File: config.mk
export PLATFORM = sky130hd
export DESIGN_NAME = pc_sequencer_flat
export DESIGN_NICKNAME = d
export VERILOG_FILES = /design/src/rtl/pc_sequencer_if.sv /design/src/rtl/pc_sequencer.sv /design/src/flat_wrapper.sv
export SDC_FILE = /design/constraint.sdc
export NUM_CORES = 1
export LEC_CHECK = 0
export ABC_AREA = 1
export BUFFER_PORTS_ARGS = -buffer_cell sky130_fd_sc_hd__buf_4
export CORE_MARGIN = 2
export CORE_UTILIZATION = 57
export DETAILED_ROUTE_END_ITERATION = 7
export PLACE_DENSITY = 0.95
export RECOVER_POWER = 25
export SETUP_SLACK_MARGIN = 0.2
export SYNTH_ARGS = -nofsm -noshare
export SYNTH_HDL_FRONTEND = slang
export SYNTH_SLANG_ARGS = --single-unit
export TNS_END_PERCENT = 50
File: constraint.sdc
create_clock -name clk -period 5.2 [get_ports clk]
set_clock_uncertainty 0.1 [all_clocks]
set_input_delay 0.52 -clock clk [delete_from_list [all_inputs] [get_ports clk]]
set_output_delay 0.52 -clock clk [all_outputs]
set_load 0.02 [all_outputs]
File: src/rtl/pc_sequencer_if.sv
// Instruction-memory fetch handshake between the PC sequencer (master)
// and the instruction memory (slave).
interface pc_sequencer_if;
  logic        imem_req;
  logic [31:0] imem_addr;
  logic        imem_ack;

  modport master (
    output imem_req,
    output imem_addr,
    input  imem_ack
  );

  modport slave (
    input  imem_req,
    input  imem_addr,
    output imem_ack
  );
endinterface

File: src/rtl/pc_sequencer.sv
// PC sequencer: owns the program counter, issues instruction fetches and
// applies jump/branch redirects, with a fetch-timeout watchdog.
module pc_sequencer #(
  parameter logic [31:0] RESET_PC = 32'h0000_0000,
  parameter int unsigned MAX_WAIT = 15
) (
  input  logic                  clk,
  input  logic                  rst,
  input  logic                  stall,
  input  logic                  jump,
  input  logic [31:0]           jump_target,
  input  logic                  branch_taken,
  input  logic [31:0]           branch_target,
  pc_sequencer_if.master        imem,
  output logic [31:0]           pc_out,
  output logic [31:0]           fetched_pc,
  output logic                  instr_valid,
  output logic                  misalign_err,
  output logic                  timeout_err
);

  localparam int unsigned    WCW        = (MAX_WAIT < 2) ? 1 : $clog2(MAX_WAIT + 1);
  localparam logic [WCW-1:0] WAIT_LIMIT = WCW'(MAX_WAIT);

  typedef enum logic [1:0] {
    IDLE = 2'd0,
    REQ  = 2'd1,
    HOLD = 2'd2,
    ERR  = 2'd3
  } state_t;

  state_t         state_r;
  logic [31:0]    pc_r;
  logic [31:0]    fetched_r;
  logic [31:0]    pend_tgt_r;
  logic           pend_r;
  logic           req_r;
  logic           valid_r;
  logic           mis_r;
  logic           to_r;
  logic [WCW-1:0] wait_r;

  logic           redirect_s;
  logic           misaligned_s;
  logic [31:0]    raw_target_s;
  logic [WCW-1:0] wait_inc_s;

  function automatic logic [31:0] align_word(input logic [31:0] addr);
    return {addr[31:2], 2'b00};
  endfunction

  // Redirect selection (jump beats branch) and wait-counter increment
  always_comb begin
    redirect_s   = 1'b0;
    raw_target_s = 32'h0000_0000;
    if (jump) begin
      redirect_s   = 1'b1;
      raw_target_s = jump_target;
    end else if (branch_taken) begin
      redirect_s   = 1'b1;
      raw_target_s = branch_target;
    end else begin
      redirect_s   = 1'b0;
      raw_target_s = 32'h0000_0000;
    end
    misaligned_s = redirect_s && (raw_target_s[1:0] != 2'b00);
    wait_inc_s   = wait_r + WCW'(1);
  end

  // Fetch sequencing state machine with registered outputs
  always_ff @(posedge clk) begin
    if (rst) begin
      state_r    <= IDLE;
      pc_r       <= RESET_PC;
      fetched_r  <= 32'h0000_0000;
      pend_tgt_r <= 32'h0000_0000;
      pend_r     <= 1'b0;
      req_r      <= 1'b0;
      valid_r    <= 1'b0;
      mis_r      <= 1'b0;
      to_r       <= 1'b0;
      wait_r     <= '0;
    end else begin
      case (state_r)
        IDLE: begin
          state_r <= REQ;
          req_r   <= 1'b1;
          wait_r  <= '0;
          valid_r <= 1'b0;
          mis_r   <= 1'b0;
        end
        REQ: begin
          if (imem.imem_ack) begin
            wait_r <= '0;
            pend_r <= 1'b0;
            mis_r  <= misaligned_s;
            // A redirect seen now is newer than any pending one
            if (redirect_s) begin
              pc_r    <= align_word(raw_target_s);
              valid_r <= 1'b0;
            end else if (pend_r) begin
              pc_r    <= pend_tgt_r;
              valid_r <= 1'b0;
            end else begin
              pc_r      <= pc_r + 32'd4;
              fetched_r <= pc_r;
              valid_r   <= 1'b1;
            end
            if (stall) begin
              state_r <= HOLD;
              req_r   <= 1'b0;
            end else begin
              state_r <= REQ;
              req_r   <= 1'b1;
            end
          end else if (wait_inc_s == WAIT_LIMIT) begin
            state_r <= ERR;
            to_r    <= 1'b1;
            req_r   <= 1'b0;
            valid_r <= 1'b0;
            mis_r   <= 1'b0;
            wait_r  <= wait_inc_s;
          end else begin
            wait_r  <= wait_inc_s;
            valid_r <= 1'b0;
            mis_r   <= misaligned_s;
            if (redirect_s) begin
              pend_r     <= 1'b1;
              pend_tgt_r <= align_word(raw_target_s);
            end
          end
        end
        HOLD: begin
          valid_r <= 1'b0;
          mis_r   <= misaligned_s;
          if (redirect_s) begin
            pc_r <= align_word(raw_target_s);
          end
          if (!stall) begin
            state_r <= REQ;
            req_r   <= 1'b1;
            wait_r  <= '0;
          end
        end
        ERR: begin
          state_r <= ERR;
        end
        default: begin
          state_r <= IDLE;
          req_r   <= 1'b0;
          valid_r <= 1'b0;
          mis_r   <= 1'b0;
        end
      endcase
    end
  end

  assign imem.imem_req  = req_r;
  assign imem.imem_addr = pc_r;
  assign pc_out         = pc_r;
  assign fetched_pc     = fetched_r;
  assign instr_valid    = valid_r;
  assign misalign_err   = mis_r;
  assign timeout_err    = to_r;

endmodule

File: src/flat_wrapper.sv
// flat-port wrapper written by rule: the top's interface ports become plain ports
module pc_sequencer_flat 
#(
  parameter logic [31:0] RESET_PC = 32'h0000_0000,
  parameter int unsigned MAX_WAIT = 15
)
  (clk, rst, stall, jump, jump_target, branch_taken, branch_target, pc_out, fetched_pc, instr_valid, misalign_err, timeout_err, imem_imem_req, imem_imem_addr, imem_imem_ack);
  pc_sequencer_if imem_i ();
  input  logic clk;
  input  logic rst;
  input  logic stall;
  input  logic jump;
  input  logic [31:0] jump_target;
  input  logic branch_taken;
  input  logic [31:0] branch_target;
  output logic [31:0] pc_out;
  output logic [31:0] fetched_pc;
  output logic instr_valid;
  output logic misalign_err;
  output logic timeout_err;
  output wire logic [$bits(imem_i.imem_req)-1:0] imem_imem_req;
  output wire logic [$bits(imem_i.imem_addr)-1:0] imem_imem_addr;
  input wire logic [$bits(imem_i.imem_ack)-1:0] imem_imem_ack;
  assign imem_imem_req = imem_i.imem_req;
  assign imem_imem_addr = imem_i.imem_addr;
  assign imem_i.imem_ack = imem_imem_ack;
  pc_sequencer #(.RESET_PC(RESET_PC), .MAX_WAIT(MAX_WAIT)) u_core (.clk(clk), .rst(rst), .stall(stall), .jump(jump), .jump_target(jump_target), .branch_taken(branch_taken), .branch_target(branch_target), .imem(imem_i), .pc_out(pc_out), .fetched_pc(fetched_pc), .instr_valid(instr_valid), .misalign_err(misalign_err), .timeout_err(timeout_err));
endmodule
# Word level (Yosys, flattened, before mapping)
# Cells that the tools add are included.
dict set report classes {
  mul 0
  bitwise_logic 4
  eq_ne 9
  n_lt_le_gt_ge 0
  add_sub_neg 2
  div_mod_pow 0
  shifts 0
  mux 32
  n_reduce_logical 16
}
# operator n
set ops {}
lappend ops {{$mux W32} 6}
lappend ops {{$pmux W32 S2} 1}
lappend ops {{$add A32 B3 Y32 const B} 1}
lappend ops {{$mux W1} 14}
lappend ops {{$pmux W4 S3} 1}
lappend ops {{$reduce_and A3 Y1} 4}
lappend ops {{$mux W2} 4}
lappend ops {{$mux W4} 2}
lappend ops {{$pmux W2 S4} 1}
lappend ops {{$reduce_and A4 Y1} 2}
lappend ops {{$reduce_bool A2 Y1} 4}
lappend ops {{$ne A2 B2 Y1 const B} 3}
lappend ops {{$pmux W1 S3} 2}
lappend ops {{$add A4 B1 Y4 const B} 1}
lappend ops {{$eq A2 B2 Y1 const B} 2}
lappend ops {{$eq A4 B4 Y1 const B} 1}
lappend ops {{$not A1 Y1} 4}
lappend ops {{$reduce_and A2 Y1} 2}
lappend ops {{$ne A3 B2 Y1 const B} 1}
lappend ops {{$reduce_bool A3 Y1} 1}
lappend ops {{$eq A2 B1 Y1 const B} 1}
lappend ops {{$logic_not A2 Y1} 1}
lappend ops {{$ne A2 B1 Y1 const B} 1}
lappend ops {{$pmux W1 S2} 1}
lappend ops {{2 further kinds} 2}
dict set report word_totals {
  romBits 0
  regBits 105
  wordCells 73
  latchBits 0
  ramBits 0
  n_memories 0
}

# Longest topological paths before layout
dict set report depth {
  word_depth 7
  mapped_depth 11
  ltp_nobuf 11
}

# Worst setup path before layout
# No wires, ideal clock.
dict set report synth_timing {
  path_kind {reg-to-reg}
  start {reg u_core.pc_r[3], in the netlist u_core.imem.imem_addr[3]}
  end {reg u_core.pc_r[18], in the netlist u_core.imem.imem_addr[18]}
  arrival_time_ns 1.583
  setup_ns 0.120
  stages_incl_launch_ff 9
  slack_ns 3.397
  required_ns 4.980
  cell_sequence {dfxtp_1 -> ha_1 -> nand2_2 -> nor2_4 -> nand2_1 -> o21ai_0 -> nand3_1 -> nand2_1 -> a21oi_1}
}
dict set report synth_between {
  elab_chain_len 5
}
# element line_no
set synth_lines {}
lappend synth_lines {{from (decl)} pc_sequencer.sv:33} ;# logic [31:0] pc_r;
lappend synth_lines {{from (signal assigned)} pc_sequencer.sv:99} ;# pc_r <= align_word(raw_target_s);
lappend synth_lines {{from (signal assigned)} pc_sequencer.sv:102} ;# pc_r <= pend_tgt_r;
lappend synth_lines {{from (signal assigned)} pc_sequencer.sv:105} ;# pc_r <= pc_r + 32'd4;
lappend synth_lines {{$add A32 B3 Y32} pc_sequencer.sv:105}
lappend synth_lines {{$mux W32} pc_sequencer.sv:101} ;# end else if (pend_r) begin
lappend synth_lines {{$mux W32} pc_sequencer.sv:98} ;# if (redirect_s) begin
lappend synth_lines {{$mux W32} pc_sequencer.sv:93} ;# if (imem.imem_ack) begin
lappend synth_lines {{$pmux W32 S2} pc_sequencer.sv:84} ;# case (state_r)
# No other way between the ends. The select of a mux whose other input is x is not followed.
# A chain may end at the register's enable or synchronous reset.

# Worst setup path after layout
dict set report layout_timing {
  start {reg u_core.pend_r}
  end {reg u_core.fetched_r[17], in the netlist u_core.fetched_pc[17]}
}
dict set report layout_between {
  elab_chain_len 2
}
# element line_no
set layout_lines {}
lappend layout_lines {{from (decl)} pc_sequencer.sv:36} ;# logic pend_r;
lappend layout_lines {{from (signal assigned)} pc_sequencer.sv:77} ;# pend_r <= 1'b0;
lappend layout_lines {{from (signal assigned)} pc_sequencer.sv:95} ;# pend_r <= 1'b0;
lappend layout_lines {{from (signal assigned)} pc_sequencer.sv:128} ;# pend_r <= 1'b1;
lappend layout_lines {{$not A1 Y1 (no line)} -}
lappend layout_lines {{$reduce_and A4 Y1 (no line)} -}
lappend layout_lines {{to (signal assigned)} pc_sequencer.sv:106} ;# fetched_r <= pc_r;
lappend layout_lines {{to (decl)} pc_sequencer.sv:34} ;# logic [31:0] fetched_r;
# No other way between the ends.

==> impl_metrics.json <==
{
  "arrival_ns": 3.13,
  "seq_power_share_pct": 44.9,
  "grt_pass1_wl_microns": 27200,
  "ys_top_cells_by_area": "dfxtp_1 (34%), nand2_1 (14%), nor2_1 (8.8%)",
  "drt_iter0_drc": 602,
  "cts_tree": "done",
  "fillers": 918,
  "start_util_pct": 58.0,
  "cts.sinks": 101,
  "vias": 6332,
  "via_per_inst": 5.51,
  "synth-seq-cells": 101,
  "num_rows": 37,
  "final-instance-count-excl-fill": 1150,
  "grt-busiest-layer": "met2",
  "outcome": "finished with violations",
  "fin_tns_setup_ns": 0,
  "use_met3_pct": 5.38,
  "wl_microns": 17100,
  "rsz0062_at_grt": "false",
  "use_met2_pct": 46.3,
  "critPathLaunchType": "flop",
  "dp_hpwl_microns": 11700,
  "timing_worst_setup_path_type": "flop to flop",
  "rr_endpoint": "u_core.fetched_pc[17]",
  "reg2reg_from": "u_core.pend_r",
  "wl_per_cell_microns": 14.8,
  "hold_violations": 0,
  "die_y_microns": 106,
  "cts-resized-gates": 0,
  "yosys_warnings": 0,
  "setup-violations-final": 0,
  "antenna_found_initial": 0,
  "overflow": 0,
  "critPathCaptureType": "flop",
  "grt_max_degree": 65,
  "clock_latency_ns": 0.37,
  "synth_area_sq_um": 5910,
  "syn_avg_cell_area_sq_um": 6.49,
  "cp_data_required_time_ns": 5.34,
  "p_leak_nw": 2.97,
  "synthToLayoutAreaGrowth_pct": 16.3,
  "switchingPower_w": 0.000862,
  "first_global_vias": 5597,
  "finalCritPeriodShare_pct": 57.4,
  "whs_ns": 0.368,
  "clk_pin_slew_ns": 0.10,
  "syn_inst": 910,
  "min_from": "u_core.fetched_pc[22]",
  "cts_setup_buffers": 0,
  "ctsHoldBuffers": 0,
  "die_w_microns": 106,
  "tightest_slew_ns": 1.80,
  "dp_slack_ns": 1.90,
  "ios": 170,
  "rrSetupSlack_ns": 2.21,
  "cts_root_buf": "clkbuf_8",
  "drive_gt1_share_pct": 15.8,
  "crit_end": "u_core.fetched_pc[17]",
  "diodes": 0,
  "fin_crit_ns": 2.99,
  "die-area_sq_um": 11200,
  "max_freq_mhz": 335,
  "synth_cell_types": 38,
  "synth_top_area_share_pct": 34.2,
  "p_int_w": 0.00134,
  "yosysSeqAreaShare_pct": 34.2,
  "core-area_sq_um": 10200,
  "gp_congestion": 0.949,
  "combinationalPowerShare_pct": 31.7,
  "hold_path_class": "flop to flop",
  "portBuffers": 163,
  "swShare_pct": 39.1,
  "use_met1_pct": 41.4,
  "layout_setup_ws_ns": 2.21,
  "synth.largest_area_cell": "dfxtp_1",
  "reg2reg_depth": 5,
  "violations": "capacitance limit, slew limit",
  "slew_headroom_pct": -20.0,
  "crit_fanout": 39,
  "numCtsBuffers": 9,
  "dpl.cell_count": 1134,
  "p_clk_share_pct": 23.4,
  "dr.pass1.iters": 6,
  "power_density_nw_per_um2": 321,
  "ir_worst_vdd_v": 0.000163,
  "slew_viol_final": 65,
  "cts.htree.levels": 3,
  "grtUsageTotal_pct": 29.9,
  "maxCapViolations": 1,
  "post-route-drc-count": 0,
  "final_nets": 1087,
  "critPathLaunch": "u_core.pend_r",
  "cts_buffer_depth": 2,
  "antenna_left": 0
}
==> worst max-delay path, stage by stage, from the launching register on <==
cell	delay, ns
dfxtp_1	0.31
buf_4	0.26
nor3_4	0.90
nand2_1	0.87
nand2_1	0.30
a21oi_1	0.10
==> per-layer routing <==
| metal | vias up | routed length [microns] |
|---|---|---|
| li1 | 3098 | - |
| met1 | 2813 | 7160 |
| met2 | 378 | 7620 |
| met3 | 43 | 1890 |
| met4 | 0 | 404 |
| met5 | - | 0 |
==> power groups by stage <==
stage / sequential [W] / combinational (W) / clock [W]
final: 0.000989 / 0.000699 / 0.000515
after global placement: 0.000999 / 0.000691 / 0
after CTS: 0.000981 / 0.000709 / 0.000514
after global routing: 0.000996 / 0.000761 / 0.000547
after floorplan: 0.00101 / 0.000457 / 0
after detailed placement: 0.000999 / 0.000704 / 0
==> sequential cells by signal (all words and copies together) (netlist names) <==
register and count:
u_core.imem.imem_addr 30, u_core.fetched_pc 30, u_core.instr_valid 1, u_core.misalign_err 1, u_core.imem.imem_req 1, u_core.pend_r 1, u_core.pend_tgt_r 30, u_core.timeout_err 1
u_core.wait_r 4, u_core.state_r 2
==> final cells by class <==
class                   instances  area (sq um)  share of cell area, %
flip-flops and latches        101          2020                   29.4
well taps                     136           170                   2.48
clock buffers                  11           141                   2.06
clock inverters                 5          58.8                  0.856
multi-input cells             652          3110                   45.3
inverters                      79           297                   4.32
repair buffers                166          1070                   15.6
==> synthesized netlist by cell type <==
cell type and count:
o21a_1 1, xnor2_2 1, xnor2_1 3, buf_8 2, buf_4 37, conb_1 1
a21oi_1 96, clkbuf_1 22, nor2_4 4, inv_2 6, buf_6 1, o21ai_1 8
o21ai_0 40, ha_1 8, xor2_1 2, nand3_1 70, buf_2 16, nor2_2 4
mux2i_1 1, inv_1 71, nand3_2 3, a22o_1 23, dfxtp_1 101, clkinv_1 2
a211oi_1 2, a31oi_1 5, nor2_1 138, or2_2 1, nand2_1 215, buf_1 5
or2_0 1, a21oi_2 1, nand2_2 3, nor3_1 1, nor3_2 1, nor3_4 1
a22oi_1 7, nand4_1 6
==> worst min path at each step <==
| stage | endpoint | cells past startpoint |
|---|---|---|
| after floorplan | u_core.pend_tgt_r[3] | 2 |
| after global placement | u_core.misalign_err | 2 |
| after detailed placement | u_core.fetched_pc[7] | 2 |
| after CTS | u_core.pend_r | 4 |
| after global routing | u_core.pend_r | 4 |
| final | u_core.fetched_pc[22] | 2 |
==> kinds of logic (layout without fill, tap and decap cells) <==
| logic type | after synthesis | after routing | share of synthesized area (%) |
|---|---|---|---|
| AO/OA/AOI/OAI | 183 | 183 | 17.6 |
| buffers and inverters | 162 | 261 | 13.5 |
| flip-flops | 101 | 101 | 34.2 |
| other | 1 | 6 | 0.0635 |
| AND/OR/NAND/NOR | 448 | 448 | 31.8 |
| XOR/XNOR | 6 | 6 | 1.02 |
| adder cells (fa/ha/maj) | 8 | 8 | 1.69 |
| multiplexers | 1 | 1 | 0.169 |
==> cells in the final DEF, fill, tap and decap left out, drive strengths merged, types with 4 or more instances in the layout <==
cell type	Yosys	layout
a22oi	7	7
nand3	73	73
a22o	23	23
a31oi	5	5
conb	1	6
dfxtp	101	101
nand2	218	218
nand4	6	6
o21ai	48	48
inv	77	79
nor2	146	146
clkbuf	22	58
xnor2	4	4
buf	61	119
a21oi	97	97
ha	8	8
==> metrics by stage <==
| stage | power, W | util (%) | cell area [sq um] |
|---|---|---|---|
| after floorplan | 0.00146 | - | 5920 |
| after global placement | 0.00169 | 67.2 | 6840 |
| after detailed placement | 0.00170 | 67.2 | 6840 |
| after CTS | 0.00220 | 69.2 | 7040 |
| after global routing | 0.00230 | 67.4 | 6870 |
| final | 0.00220 | 67.4 | 6870 |
No activity file was read; power rests on OpenSTA's default activity.
